===== src/rtl/unified_mem_arbiter_pkg.sv =====
// Shared types and defaults for the unified instruction/data memory arbiter.
package unified_mem_arbiter_pkg;

  localparam int unsigned DEFAULT_WIDTH      = 32;
  localparam int unsigned DEFAULT_ADDR_WIDTH = 32;
  localparam int unsigned DEFAULT_MAX_WAIT   = 3;

  typedef enum logic [1:0] {
    IDLE    = 2'b00,
    BUSY_IF = 2'b01,
    BUSY_DM = 2'b10
  } arbState_t;

endpackage


===== src/rtl/unified_mem_arbiter_if.sv =====
// Fetch, data and memory bus signals seen by the unified memory arbiter.
interface unified_mem_arbiter_if
  import unified_mem_arbiter_pkg::*;
#(
  parameter int unsigned WIDTH      = DEFAULT_WIDTH,
  parameter int unsigned ADDR_WIDTH = DEFAULT_ADDR_WIDTH
);
  logic                  if_req;
  logic [ADDR_WIDTH-1:0] if_addr;
  logic                  if_flush;
  logic [WIDTH-1:0]      if_rdata;
  logic                  if_valid;
  logic                  dm_req;
  logic                  dm_we;
  logic [ADDR_WIDTH-1:0] dm_addr;
  logic [WIDTH-1:0]      dm_wdata;
  logic [WIDTH-1:0]      dm_rdata;
  logic                  dm_valid;
  logic                  stall_f;
  logic                  stall_m;
  logic                  mem_req;
  logic                  mem_we;
  logic [ADDR_WIDTH-1:0] mem_addr;
  logic [WIDTH-1:0]      mem_wdata;
  logic                  mem_ready;
  logic [WIDTH-1:0]      mem_rdata;

  // Arbiter side
  modport slave (
    input  if_req, if_addr, if_flush, dm_req, dm_we, dm_addr, dm_wdata,
           mem_ready, mem_rdata,
    output if_rdata, if_valid, dm_rdata, dm_valid, stall_f, stall_m,
           mem_req, mem_we, mem_addr, mem_wdata
  );

  // Pipeline stages plus memory side
  modport master (
    output if_req, if_addr, if_flush, dm_req, dm_we, dm_addr, dm_wdata,
           mem_ready, mem_rdata,
    input  if_rdata, if_valid, dm_rdata, dm_valid, stall_f, stall_m,
           mem_req, mem_we, mem_addr, mem_wdata
  );
endinterface


===== src/rtl/unified_mem_arbiter_starve_counter.sv =====
// Saturating count of data grants issued while fetch waits; sat forces a fetch grant.
module arb_starve_counter
  import unified_mem_arbiter_pkg::*;
#(
  parameter int unsigned MAX_WAIT = DEFAULT_MAX_WAIT
) (
  input  logic clk,
  input  logic reset,
  input  logic inc,
  input  logic clr,
  output logic sat
);
  localparam int unsigned CNT_W = $clog2(MAX_WAIT + 1);

  logic [CNT_W-1:0] cnt;

  always_ff @(posedge clk or posedge reset) begin
    if (reset) begin
      cnt <= '0;
    end else if (clr) begin
      cnt <= '0;
    end else if (inc && (cnt != CNT_W'(MAX_WAIT))) begin
      cnt <= cnt + CNT_W'(1);
    end
  end

  assign sat = (cnt == CNT_W'(MAX_WAIT));
endmodule


===== src/rtl/unified_mem_arbiter.sv =====
// Serialises fetch and data requests onto one memory bus; data wins unless fetch has starved.
module unified_mem_arbiter
  import unified_mem_arbiter_pkg::*;
#(
  parameter int unsigned WIDTH      = DEFAULT_WIDTH,
  parameter int unsigned ADDR_WIDTH = DEFAULT_ADDR_WIDTH,
  parameter int unsigned MAX_WAIT   = DEFAULT_MAX_WAIT
) (
  input  logic                        clk,
  input  logic                        reset,
  unified_mem_arbiter_if.slave        bus
);
  arbState_t             state;
  logic                  flushPend;
  logic                  starveSat;
  logic                  ifElig;
  logic                  dmElig;
  logic                  grantIf;
  logic                  grantDm;
  logic [ADDR_WIDTH-1:0] grantAddr;
  logic [WIDTH-1:0]      grantWdata;

  // A requester in its completion cycle is masked so it is not granted twice.
  assign ifElig  = bus.if_req & ~bus.if_valid;
  assign dmElig  = bus.dm_req & ~bus.dm_valid;
  assign grantDm = (state == IDLE) & dmElig & ~(ifElig & starveSat);
  assign grantIf = (state == IDLE) & ifElig & (~dmElig | starveSat);

  assign grantAddr  = grantIf ? bus.if_addr : bus.dm_addr;
  assign grantWdata = bus.dm_wdata;

  assign bus.stall_f = bus.if_req & ~bus.if_valid;
  assign bus.stall_m = bus.dm_req & ~bus.dm_valid;

  arb_starve_counter #(.MAX_WAIT(MAX_WAIT)) u_starve (
    .clk   (clk),
    .reset (reset),
    .inc   (grantDm & bus.if_req),
    .clr   (grantIf),
    .sat   (starveSat)
  );

  always_ff @(posedge clk or posedge reset) begin
    if (reset) begin
      state         <= IDLE;
      flushPend     <= 1'b0;
      bus.mem_req   <= 1'b0;
      bus.mem_we    <= 1'b0;
      bus.mem_addr  <= '0;
      bus.mem_wdata <= '0;
      bus.if_valid  <= 1'b0;
      bus.if_rdata  <= '0;
      bus.dm_valid  <= 1'b0;
      bus.dm_rdata  <= '0;
    end else begin
      bus.if_valid <= 1'b0;
      bus.dm_valid <= 1'b0;
      unique case (state)
        IDLE: begin
          if (grantDm) begin
            state         <= BUSY_DM;
            bus.mem_req   <= 1'b1;
            bus.mem_we    <= bus.dm_we;
            bus.mem_addr  <= grantAddr;
            bus.mem_wdata <= grantWdata;
          end else if (grantIf) begin
            state        <= BUSY_IF;
            bus.mem_req  <= 1'b1;
            bus.mem_we   <= 1'b0;
            bus.mem_addr <= grantAddr;
          end
        end
        BUSY_IF: begin
          // A flushed fetch still finishes on the bus but its data is dropped.
          if (bus.mem_ready) begin
            state       <= IDLE;
            bus.mem_req <= 1'b0;
            flushPend   <= 1'b0;
            if (!flushPend && !bus.if_flush) begin
              bus.if_valid <= 1'b1;
              bus.if_rdata <= bus.mem_rdata;
            end
          end else if (bus.if_flush) begin
            flushPend <= 1'b1;
          end
        end
        BUSY_DM: begin
          if (bus.mem_ready) begin
            state        <= IDLE;
            bus.mem_req  <= 1'b0;
            bus.dm_valid <= 1'b1;
            if (!bus.mem_we) begin
              bus.dm_rdata <= bus.mem_rdata;
            end
          end
        end
        default: state <= IDLE;
      endcase
    end
  end
endmodule


===== src/flat_wrapper.sv =====
// flat-port wrapper written by rule: the top's interface ports become plain ports
module unified_mem_arbiter_flat import unified_mem_arbiter_pkg::*;
#(
  parameter int unsigned WIDTH      = DEFAULT_WIDTH,
  parameter int unsigned ADDR_WIDTH = DEFAULT_ADDR_WIDTH,
  parameter int unsigned MAX_WAIT   = DEFAULT_MAX_WAIT
)
  (clk, reset, bus_if_req, bus_if_addr, bus_if_flush, bus_dm_req, bus_dm_we, bus_dm_addr, bus_dm_wdata, bus_mem_ready, bus_mem_rdata, bus_if_rdata, bus_if_valid, bus_dm_rdata, bus_dm_valid, bus_stall_f, bus_stall_m, bus_mem_req, bus_mem_we, bus_mem_addr, bus_mem_wdata);
  unified_mem_arbiter_if #(.WIDTH(WIDTH), .ADDR_WIDTH(ADDR_WIDTH)) bus_i ();
  input  logic clk;
  input  logic reset;
  input wire logic [$bits(bus_i.if_req)-1:0] bus_if_req;
  input wire logic [$bits(bus_i.if_addr)-1:0] bus_if_addr;
  input wire logic [$bits(bus_i.if_flush)-1:0] bus_if_flush;
  input wire logic [$bits(bus_i.dm_req)-1:0] bus_dm_req;
  input wire logic [$bits(bus_i.dm_we)-1:0] bus_dm_we;
  input wire logic [$bits(bus_i.dm_addr)-1:0] bus_dm_addr;
  input wire logic [$bits(bus_i.dm_wdata)-1:0] bus_dm_wdata;
  input wire logic [$bits(bus_i.mem_ready)-1:0] bus_mem_ready;
  input wire logic [$bits(bus_i.mem_rdata)-1:0] bus_mem_rdata;
  output wire logic [$bits(bus_i.if_rdata)-1:0] bus_if_rdata;
  output wire logic [$bits(bus_i.if_valid)-1:0] bus_if_valid;
  output wire logic [$bits(bus_i.dm_rdata)-1:0] bus_dm_rdata;
  output wire logic [$bits(bus_i.dm_valid)-1:0] bus_dm_valid;
  output wire logic [$bits(bus_i.stall_f)-1:0] bus_stall_f;
  output wire logic [$bits(bus_i.stall_m)-1:0] bus_stall_m;
  output wire logic [$bits(bus_i.mem_req)-1:0] bus_mem_req;
  output wire logic [$bits(bus_i.mem_we)-1:0] bus_mem_we;
  output wire logic [$bits(bus_i.mem_addr)-1:0] bus_mem_addr;
  output wire logic [$bits(bus_i.mem_wdata)-1:0] bus_mem_wdata;
  assign bus_i.if_req = bus_if_req;
  assign bus_i.if_addr = bus_if_addr;
  assign bus_i.if_flush = bus_if_flush;
  assign bus_i.dm_req = bus_dm_req;
  assign bus_i.dm_we = bus_dm_we;
  assign bus_i.dm_addr = bus_dm_addr;
  assign bus_i.dm_wdata = bus_dm_wdata;
  assign bus_i.mem_ready = bus_mem_ready;
  assign bus_i.mem_rdata = bus_mem_rdata;
  assign bus_if_rdata = bus_i.if_rdata;
  assign bus_if_valid = bus_i.if_valid;
  assign bus_dm_rdata = bus_i.dm_rdata;
  assign bus_dm_valid = bus_i.dm_valid;
  assign bus_stall_f = bus_i.stall_f;
  assign bus_stall_m = bus_i.stall_m;
  assign bus_mem_req = bus_i.mem_req;
  assign bus_mem_we = bus_i.mem_we;
  assign bus_mem_addr = bus_i.mem_addr;
  assign bus_mem_wdata = bus_i.mem_wdata;
  unified_mem_arbiter #(.WIDTH(WIDTH), .ADDR_WIDTH(ADDR_WIDTH), .MAX_WAIT(MAX_WAIT)) u_core (.clk(clk), .reset(reset), .bus(bus_i));
endmodule

===== config.mk =====
export PLATFORM = sky130hd
export DESIGN_NAME = unified_mem_arbiter_flat
export DESIGN_NICKNAME = d
export VERILOG_FILES = /design/src/rtl/unified_mem_arbiter_pkg.sv /design/src/rtl/unified_mem_arbiter_if.sv /design/src/rtl/unified_mem_arbiter_starve_counter.sv /design/src/rtl/unified_mem_arbiter.sv /design/src/flat_wrapper.sv
export SDC_FILE = /design/constraint.sdc
export NUM_CORES = 1
export LEC_CHECK = 0
export BUFFER_PORTS_ARGS = -buffer_cell sky130_fd_sc_hd__buf_2
export CORE_MARGIN = 3
export CORE_UTILIZATION = 40
export CTS_CLUSTER_SIZE = 24
export DETAILED_ROUTE_END_ITERATION = 12
export GPL_TIMING_DRIVEN = 0
export PLACE_DENSITY = 0.71
export SYNTH_ARGS = -nofsm -noshare
export SYNTH_HDL_FRONTEND = slang
export SYNTH_SLANG_ARGS = --single-unit

===== constraint.sdc =====
create_clock -name clk -period 5.2 [get_ports clk]
set_input_delay 1.04 -clock clk [delete_from_list [all_inputs] [get_ports clk]]
set_output_delay 1.04 -clock clk [all_outputs]
set_load 0.05 [all_outputs]

==> impl_metrics.py <==
metrics = {
    "logic_synthesis": {
        "synthMuxAreaShare_pct": 21.1,
        "synth-edff-count": 0,
        "synth_fa_ha_area_share_pct": 1.11,
        "synth_top_family_by_area": "multiplexers",
        "yosys.area_share.simple_pct": 8.05,
        "synth-async-reset-ratio_pct": 100,
        "synth_seq_cells": 137,
        "synth_area_sq_mm": 0.00564,
        "yosysMostFrequentCell": "dfrtp_1",
        "yosysTopAreaCell": "dfrtp_1",
        "synth_top_flop_cell": "dfrtp_1",
        "ys_warn_count": 0,
        "syn_nets": 567,
        "synth_compound_area_share_pct": 4.86,
        "synth_area_leaders": "dfrtp_1 (61%), mux2_2 (14%), mux2_4 (7.2%)",
        "synth_common_cells": "dfrtp_1 (137), mux2_2 (69), nand2_1 (66)",
        "synth_xor_area_share_pct": 0.155,
        "ys_seq_area_share_pct": 60.8,
        "syn_inst": 427,
        "synth.avg_cell_area_sq_um": 13.2,
        "ys_types": 32,
        "synthDominantCellAreaShare_pct": 60.8,
    },
    "worst_setup_path": {
        "path_max_fanout": 4,
        "r2r_start": "u_core.state[1]$_DFFE_PP0P_",
        "regToRegSetupSlack_ps": 3240,
        "start_kind": "input pin",
        "end_kind": "primary output",
        "cpMostUsedCell": "buf_2",
        "reg2reg_depth": 6,
        "cp.arrival_ps": 1650,
        "r2r_end": "u_core.bus.mem_addr[23]$_DFFE_PP0P_",
        "critPathSlowestCell": "buf_2",
        "critPathMaxStageDelay_ps": 300,
        "critPathKind": "in -> out",
        "crit_required_ps": 4160,
        "crit_chain": "buf_2 > nand2b_1 > inv_1 > buf_2",
    },
    "finish": {
        "instances_no_fill": 904,
        "fin_nets": 855,
        "layout-drive-gt1-share_pct": 57.8,
        "area_growth_pct": 39.2,
        "antenna_cells": 0,
    },
    "detailed_routing": {
        "drt-vias-per-instance": 4.85,
        "postRouteWirelength_microns": 14900,
        "vias": 4383,
        "post_drt_wl_per_cell_microns": 16.5,
        "detail_route.first_pass.iterations": 5,
        "ant_nets": 0,
        "route.detailed.drc": 0,
        "drtIter0Drc": 105,
    },
    "global_routing": {
        "antenna_found_initial": 0,
        "grt_pass1_wl_microns": 24200,
        "met2_usage_pct": 33.8,
        "use_met1_pct": 21.9,
        "grt_pass1_vias": 4770,
        "grt_max_degree": 100,
        "top_usage_layer": "met2",
        "grtUsageMet3_pct": 6.86,
        "global_route.overflow_total": 0,
        "track_usage_pct": 19.4,
    },
    "clock_tree": {
        "root_buffer": "clkbuf_16",
        "cts_tree": "yes",
        "clock_latency_ps": 410,
        "clk_pin_slew_worst_paths_ps": 50,
        "cts_hold_buf": 0,
        "cts_buffers": 17,
        "cts_sinks": 137,
        "post_cts_buffers": 0,
        "cts_resized": 0,
        "clockBufferDepth": 2,
        "cts_max_level": 4,
    },
    "worst_hold_path": {
        "hold_depth": 1,
        "hold_start": "u_core.bus.dm_rdata[16]$_DFFE_PP0P_",
        "hold_path_end": "u_core.bus.dm_rdata[16]$_DFFE_PP0P_",
        "hp-class": "reg -> reg",
    },
    "place": {
        "dp.cells": 872,
        "hpwlAfterDp_microns": 11400,
        "io_buffer_count": 268,
        "gp_congestion": 0.955,
    },
    "floorplan": {
        "fp.dieW_microns": 125,
        "rows": 42,
        "die_h_microns": 125,
        "start_util_pct": 41.8,
        "io_pins": 269,
        "die_area_sq_mm": 0.0156,
        "coreArea_sq_mm": 0.0135,
    },
    "sta": {
        "hold_viol_final": 0,
        "period_needed_ps": 2690,
        "fmax_ghz": 0.372,
        "grt_setup_unrepaired": "no",
        "setup_viol": 0,
        "skew_ps": 7.38,
        "fin_crit_sh_pct": 51.7,
        "drv_slew": 0,
        "slew_headroom_pct": 66.3,
        "worst_pin_slew_ps": 505,
    },
    "status": {
        "outcome": "finished, final reports clean",
    },
    "flow_run": {
        "cap_violations": 0,
    },
}
## registers in the layout, summed over array words and instances (netlist names)
signal / cells
u_core.bus.mem_wdata: 32
u_core.bus.mem_addr: 32
u_core.bus.dm_rdata: 32
u_core.bus.dm_valid: 1
u_core.state: 2
u_core.u_starve.cnt: 2
u_core.bus.mem_req: 1
u_core.bus.if_rdata: 32
u_core.bus.mem_we: 1
u_core.bus.if_valid: 1
u_core.flushPend: 1
## worst max-delay path, delay by kind of cell
kind / cells / cell delay (ps)
buffers and inverters: 3 / 510
and+or+nand+nor: 1 / 90
## per-layer routing
layer,wire length (microns),vias to the layer above
met3,1250,27
li1,-,2037
met4,304,0
met1,5820,2117
met2,7530,202
met5,0,-
## final cells by class
cell class,instances,area [sq um]
clock buffers,21,470
repair buffers,269,1370
plain buffers,24,193
inverters,8,35.0
well taps,176,220
multi-input cells,258,1990
flip-flops and latches,137,3430
fillers,1142,5650
clock inverters,11,145
## logic make-up (layout without fill, tap and decap cells)
| logic type | count (synthesis) | count (layout) |
|---|---|---|
| flip-flops | 137 | 137 |
| AND/OR/NAND/NOR | 111 | 111 |
| multiplexers | 97 | 97 |
| AO/OA/AOI/OAI | 44 | 44 |
| buffers and inverters | 32 | 333 |
| adder cells (fa/ha/maj) | 5 | 5 |
| XOR/XNOR | 1 | 1 |
## through the flow
step / worst slack (ps) / cell area, sq um / hold slack [ps] / utilization [%] / setup TNS, ps
3_5_place_dp: 2500 / 7240 / 486 / 53.6 / 0
6_report: 2510 / 7850 / 501 / 58.1 / 0
5_1_grt: 2470 / 7850 / 514 / 58.1 / 0
4_1_cts: 2500 / 7850 / 502 / 58.1 / 0
3_3_place_gp: -835 / 7200 / 484 / 53.3 / -113290
2_1_floorplan: 492 / 5640 / 490 / - / 0
## how the worst max path moves through the flow
stage,to,startpoint,slack (ps),cells past startpoint
after floorplan,u_core.bus.dm_rdata[0]$_DFFE_PP0P_,reset,490,1
after global placement,u_core.bus.dm_rdata[3]$_DFFE_PP0P_,reset,-830,2
after detailed placement,bus_stall_f,bus_if_req,2500,4
after CTS,bus_stall_f,bus_if_req,2500,4
after global routing,bus_stall_f,bus_if_req,2470,4
final,bus_stall_f,bus_if_req,2510,4
## placed cells by master, fill, tap and decap left out, types with 2 or more instances in the layout
master,n
a31oi_1,32
mux2_4,27
clkbuf_16,17
o21ai_0,2
mux2_2,69
dfrtp_1,137
nand2_1,66
buf_4,6
clkinv_2,3
inv_1,7
clkinv_4,2
buf_6,5
nor2_1,35
clkbuf_8,3
a21oi_1,4
buf_2,275
buf_8,3
ha_1,5
clkinvlp_4,3
clkbuf_1,3
nand2b_1,2
bufinv_16,3
o22ai_1,2
Power is left out: the tool's default activity adds up to more than one toggle a clock period on the data nets, which glitch-free logic cannot reach.
